## config.mk

```make
export PLATFORM = sky130hd
export DESIGN_NAME = riscv_core_mul_iter
export DESIGN_NICKNAME = d
export VERILOG_FILES = /design/src/rtl/riscv_core_mul_iter.sv
export SDC_FILE = /design/constraint.sdc
export NUM_CORES = 1
export LEC_CHECK = 0
export BUFFER_PORTS_ARGS = -buffer_cell sky130_fd_sc_hd__buf_2
export CORE_MARGIN = 2
export CORE_UTILIZATION = 45
export DETAILED_ROUTE_END_ITERATION = 10
export SYNTH_ARGS = -nofsm -noshare
export SYNTH_HDL_FRONTEND = slang
export SYNTH_SLANG_ARGS = --single-unit
```

## constraint.sdc

```tcl
create_clock -name i_clk -period 5.34 [get_ports i_clk]
set_clock_uncertainty 0.15 [all_clocks]
set_input_delay 1.335 -clock i_clk [delete_from_list [all_inputs] [get_ports i_clk]]
set_output_delay 1.335 -clock i_clk [all_outputs]
set_load 0.02 [all_outputs]
```

## src/rtl/riscv_core_mul_iter.sv

```systemverilog
// rtl/riscv_core_mul_iter.sv - iterative radix-2 shift-add magnitude multiplier for RV64M
module riscv_core_mul_iter #(
    parameter int XLEN = 64
) (
    input  logic                i_clk,
    input  logic                i_rst_n,
    input  logic                i_mul_valid,
    output logic                o_mul_ready,
    input  logic [XLEN-1:0]     i_mul_srcA,
    input  logic [XLEN-1:0]     i_mul_srcB,
    input  logic [1:0]          i_mul_control,
    input  logic                i_mul_isword,
    input  logic                i_mul_flush,
    output logic                o_mul_valid,
    input  logic                i_mul_out_ready,
    output logic                o_mul_srcA_Dsign,
    output logic                o_mul_srcB_Dsign,
    output logic                o_mul_srcA_Wsign,
    output logic                o_mul_srcB_Wsign,
    output logic [1:0]          o_mul_control,
    output logic                o_mul_isword,
    output logic [2*XLEN-1:0]   o_mul_product
);

    localparam int HW = XLEN / 2;
    localparam int CW = $clog2(XLEN) + 1;

    typedef enum logic [1:0] {IDLE, CALC, DONE} state_t;

    state_t              state_q;
    logic [CW-1:0]       cnt_q;
    logic [2*XLEN-1:0]   mcand_q;
    logic [2*XLEN-1:0]   acc_q;
    logic [XLEN-1:0]     mplier_q;
    logic                ready_q;
    logic                valid_q;
    logic                a_dsign_q, b_dsign_q, a_wsign_q, b_wsign_q;
    logic [1:0]          ctl_q;
    logic                isw_q;
    logic [2*XLEN-1:0]   prod_q;

    logic                a_dsign_d, b_dsign_d, a_wsign_d, b_wsign_d;
    logic [XLEN-1:0]     mag_a_d, mag_b_d;
    logic [XLEN-1:0]     neg_a, neg_b;
    logic [HW-1:0]       neg_lo_a, neg_lo_b;

    assign neg_a    = ~i_mul_srcA + {{(XLEN-1){1'b0}}, 1'b1};
    assign neg_b    = ~i_mul_srcB + {{(XLEN-1){1'b0}}, 1'b1};
    assign neg_lo_a = ~i_mul_srcA[HW-1:0] + {{(HW-1){1'b0}}, 1'b1};
    assign neg_lo_b = ~i_mul_srcB[HW-1:0] + {{(HW-1){1'b0}}, 1'b1};

    // Operand signedness: MULHU treats both unsigned, MULHSU only A signed.
    always_comb begin
        a_dsign_d = 1'b0;
        b_dsign_d = 1'b0;
        a_wsign_d = 1'b0;
        b_wsign_d = 1'b0;
        mag_a_d   = i_mul_srcA;
        mag_b_d   = i_mul_srcB;
        if (i_mul_isword) begin
            a_wsign_d = i_mul_srcA[HW-1];
            b_wsign_d = i_mul_srcB[HW-1];
            mag_a_d   = {{HW{1'b0}}, (a_wsign_d ? neg_lo_a : i_mul_srcA[HW-1:0])};
            mag_b_d   = {{HW{1'b0}}, (b_wsign_d ? neg_lo_b : i_mul_srcB[HW-1:0])};
        end else begin
            a_dsign_d = i_mul_srcA[XLEN-1] & (i_mul_control != 2'b11);
            b_dsign_d = i_mul_srcB[XLEN-1] & ~i_mul_control[1];
            mag_a_d   = a_dsign_d ? neg_a : i_mul_srcA;
            mag_b_d   = b_dsign_d ? neg_b : i_mul_srcB;
        end
    end

    always_ff @(posedge i_clk or negedge i_rst_n) begin
        if (!i_rst_n) begin
            state_q   <= IDLE;
            cnt_q     <= '0;
            mcand_q   <= '0;
            acc_q     <= '0;
            mplier_q  <= '0;
            ready_q   <= 1'b1;
            valid_q   <= 1'b0;
            a_dsign_q <= 1'b0;
            b_dsign_q <= 1'b0;
            a_wsign_q <= 1'b0;
            b_wsign_q <= 1'b0;
            ctl_q     <= 2'b00;
            isw_q     <= 1'b0;
            prod_q    <= '0;
        end else if (i_mul_flush) begin
            state_q <= IDLE;
            valid_q <= 1'b0;
            ready_q <= 1'b1;
        end else begin
            case (state_q)
                IDLE: begin
                    if (i_mul_valid) begin
                        a_dsign_q <= a_dsign_d;
                        b_dsign_q <= b_dsign_d;
                        a_wsign_q <= a_wsign_d;
                        b_wsign_q <= b_wsign_d;
                        ctl_q     <= i_mul_control;
                        isw_q     <= i_mul_isword;
                        mcand_q   <= {{XLEN{1'b0}}, mag_a_d};
                        mplier_q  <= mag_b_d;
                        acc_q     <= '0;
                        cnt_q     <= i_mul_isword ? CW'(HW) : CW'(XLEN);
                        ready_q   <= 1'b0;
                        state_q   <= CALC;
                    end
                end
                CALC: begin
                    // Counter hits zero after the last step; the following cycle publishes the sum.
                    if (cnt_q != '0) begin
                        if (mplier_q[0]) begin
                            acc_q <= acc_q + mcand_q;
                        end
                        mcand_q  <= mcand_q << 1;
                        mplier_q <= mplier_q >> 1;
                        cnt_q    <= cnt_q - CW'(1);
                    end else begin
                        prod_q  <= acc_q;
                        valid_q <= 1'b1;
                        state_q <= DONE;
                    end
                end
                DONE: begin
                    if (i_mul_out_ready) begin
                        valid_q <= 1'b0;
                        ready_q <= 1'b1;
                        state_q <= IDLE;
                    end
                end
                default: begin
                    state_q <= IDLE;
                    ready_q <= 1'b1;
                    valid_q <= 1'b0;
                end
            endcase
        end
    end

    assign o_mul_ready      = ready_q;
    assign o_mul_valid      = valid_q;
    assign o_mul_srcA_Dsign = a_dsign_q;
    assign o_mul_srcB_Dsign = b_dsign_q;
    assign o_mul_srcA_Wsign = a_wsign_q;
    assign o_mul_srcB_Wsign = b_wsign_q;
    assign o_mul_control    = ctl_q;
    assign o_mul_isword     = isw_q;
    assign o_mul_product    = prod_q;

endmodule

```

==> results.toml <==
[route]
avgViaCountPerCell = 5.896
ant_nets = 0
vias = 27197
wl_um = 94860
routedWlPerCell_um = 20.56
drt-pass1-iter-count = 7
drc_errors = 0
drtIter0Drc = 2203

[synthesis]
synth_top_family_by_area = "compound AO/OA/AOI/OAI gates"
syn_area_um2 = 30170
synth_top_area_share_pct = 38.57
async_flop_share_pct = 100.0
synthFlopType = "dfrtp_1"
synthMuxAreaShare_pct = 4.948
synth.area.top_cells = "dfrtp_1 (39%), o21ai_0 (6.3%), nand2_1 (5.8%), ha_1 (5.5%), a21oi_1 (4.9%)"
yosysWarnings = 0
yosys.cell_types.count = 88
synth_area_leader_cell = "dfrtp_1"
synth-edff-count = 0
yosys.area_share.simple_pct = 19.11
yosysSeqAreaShare_pct = 38.66
synth-compound-area-share_pct = 21.05
syn-num-nets = 3817
synthAdderAreaFrac_pct = 5.582
syn_inst = 3547
synth_xor_xnor_area_share_pct = 6.851
syn_area_per_cell_um2 = 8.505
synth-seq-cells = 466

[sta]
tightest_slew_ns = 1.135
fmax_mhz = 206.0
tns_ns = 0
rsz0062_at_grt = "false"
drv_slew = 0
min_period_over_period_pct = 90.91
setup_viol = 0
hold_viol = 0
fin_ws_ns = 0.4853
slew_headroom_pct = 22.39
period_needed_ns = 4.855

[worst_setup_path]
crit_family = "compound AO/OA/AOI/OAI gates"
path_cells = "ha_1 > a21oi_1 > o21ai_0 > a221oi_1 > o211ai_1 > a2111oi_0 > a21oi_1 > o21ai_0 > a21oi_1 > or4_1 > and3_1 > a211o_1"
crit_top_cell = "a21oi_1"
critPathLaunch = "mcand_q[60]"
crit_slowest_cell = "a2111oi_0"
endpoint_kind = "flip-flop"
critPathMaxFanout = 8
crit_end = "acc_q[127]"
critPathRequiredTime_ns = 5.69
r2r_start = "mcand_q[60]"
critical_path_class = "reg -> reg"
cp.buffers_inverters = 0
reg2reg_depth = 12
cp-start-kind = "flip-flop"
cp.depth = 12
r2r_slack_ns = 0.49
arrival_ns = 5.20
rr_endpoint = "acc_q[127]"
slowest_delay_ns = 0.97

[pwr]
ir_drop_uv = 224.4
power.leakage_nw = 16.09
pwr_density_cell_nw_per_um2 = 438.5
total_power_mw = 14.97

[floorplanning]
io_pins = 273
num_rows = 94
initial_core_util_pct = 45.64
die_area_um2 = 69130
core_um2 = 66100
die_w_um = 262.9
die_h_um = 262.9

[clock_tree]
hold_buffers = 0
cts.sinks = 466
h-tree-depth = 2
insertion_delay_ns = 0.62
cts_tree = "done"
path_clk_slew_ns = 0.06
root_buffer = "clkbuf_16"
numCtsBuffers = 54
cts_resized = 0
cts_setup_buffers = 0
clockBufferDepth = 3

[placement]
gp_congestion = 0.9560
dp_hpwl_um = 70640
dp_worst_setup_slack_ns = 0.4943
portBuffers = 272

[job]
maxCapViolations = 0

[layout]
syn_to_final_growth_pct = 13.20
final_cell_mix = "nand2_1 (468), dfrtp_1 (465), o21ai_0 (381)"
nets = 3972
mostFrequentLayoutCell = "nand2_1"
drive_gt1_share_pct = 16.04

[grt]
grt.total_usage_pct = 27.06
grt_pass1_vias = 25719
grt_pass1_wl_um = 150000
grt_start_max_net_pins = 113
grt.overflow.total = 0
antenna_found_initial = 10

[worst_hold_path]
hold_path_depth = 2
hp-class = "reg -> reg"

[run_status]
outcome = "complete, no violations"
-- cells by family after synthesis --
| group | count (synthesis) |
|---|---|
| xor gates and xnor gates | 236 |
| DFF | 466 |
| AOI/OAI and AO/OA | 1047 |
| buffers and inverters | 286 |
| muxes | 133 |
| adders and majority gates | 134 |
| and+or+nand+nor | 1245 |
-- registers in the layout, indices dropped and copies added, names as in the netlist --
| register | flops |
|---|---|
| o_mul_isword | 1 |
| o_mul_srcA_Dsign | 1 |
| o_mul_srcB_Wsign | 1 |
| o_mul_control | 2 |
| o_mul_srcA_Wsign | 1 |
| o_mul_srcB_Dsign | 1 |
| mplier_q | 64 |
| mcand_q | 128 |
| state_q | 2 |
| acc_q | 128 |
| cnt_q | 7 |
| o_mul_valid | 1 |
| o_mul_product | 128 |
| o_mul_ready | 1 |
-- final cells by class --
cell class | instances | area (µm²)
clock buffer | 79 | 1629
antenna | 3 | 7.507
inverter | 64 | 240.2
timing repair buffer | 321 | 1802
tap | 864 | 1081
multi-input combinational | 2795 | 17430
fill | 6415 | 31950
sequential | 466 | 11660
clock inverter | 21 | 299.0
-- cells in the mapped netlist, drive strengths merged (19+ instances only) --
| library cell | number |
|---|---|
| nand2 | 471 |
| nor4 | 22 |
| o22ai | 19 |
| dfrtp | 465 |
| or4 | 22 |
| nand4 | 70 |
| or3 | 27 |
| nor2b | 19 |
| nor3 | 63 |
| nor2 | 276 |
| o21bai | 40 |
| xor2 | 109 |
| buf | 32 |
| inv | 64 |
| nand2b | 19 |
| mux2 | 129 |
| o21ai | 382 |
| xnor2 | 127 |
| a21oi | 293 |
| ha | 133 |
| o31ai | 38 |
| clkbuf | 189 |
| a21o | 93 |
| and3 | 21 |
| nand3 | 198 |
| a221oi | 49 |
-- how the worst min path moves through the flow --
stage	start	endpoint	slack, ns
final	mplier_q[63]	mplier_q[63]	0.32
after global routing	mplier_q[2]	mplier_q[2]	0.35
after CTS	mplier_q[5]	mplier_q[5]	0.33
after detailed placement	mplier_q[63]	mplier_q[63]	0.31
after global placement	mplier_q[63]	mplier_q[63]	0.30
after floorplan	mplier_q[63]	mplier_q[63]	0.28
-- worst min-delay path, delay by kind of cell, from the launching register on --
family / cells / cell delay (ns)
flip-flops: 1 / 0.35
AND/OR/NAND/NOR: 2 / 0.10
-- layer usage --
layer	global-route usage (%)	part of all wire [%]
met1	40.94	49
met2	40.10	42
met3	4.516	6.7
met4	6.517	2.3
met5	0	0.043
-- through the flow --
stage / instance area, µm² / hold WS [ns] / utilization [%] / std cells
after global routing: 34150 / 0.3516 / 51.66 / 4611
after detailed placement: 32220 / 0.3135 / 48.74 / 4510
after global placement: 32220 / 0.3031 / 48.74 / 4510
after floorplan: 30170 / 0.2805 / - / 3547
after CTS: 34140 / 0.3273 / 51.66 / 4610
final: 34150 / 0.3207 / 51.67 / 4613
-- power by group --
part           switching [mW]  total, mW  internal, mW  leakage, nW
clock                    1.57       4.01          2.45        0.944
combinational            3.69       5.76          2.07         8.95
sequential              0.769       5.20          4.43         6.20
Power figures use the tool's default switching activity.
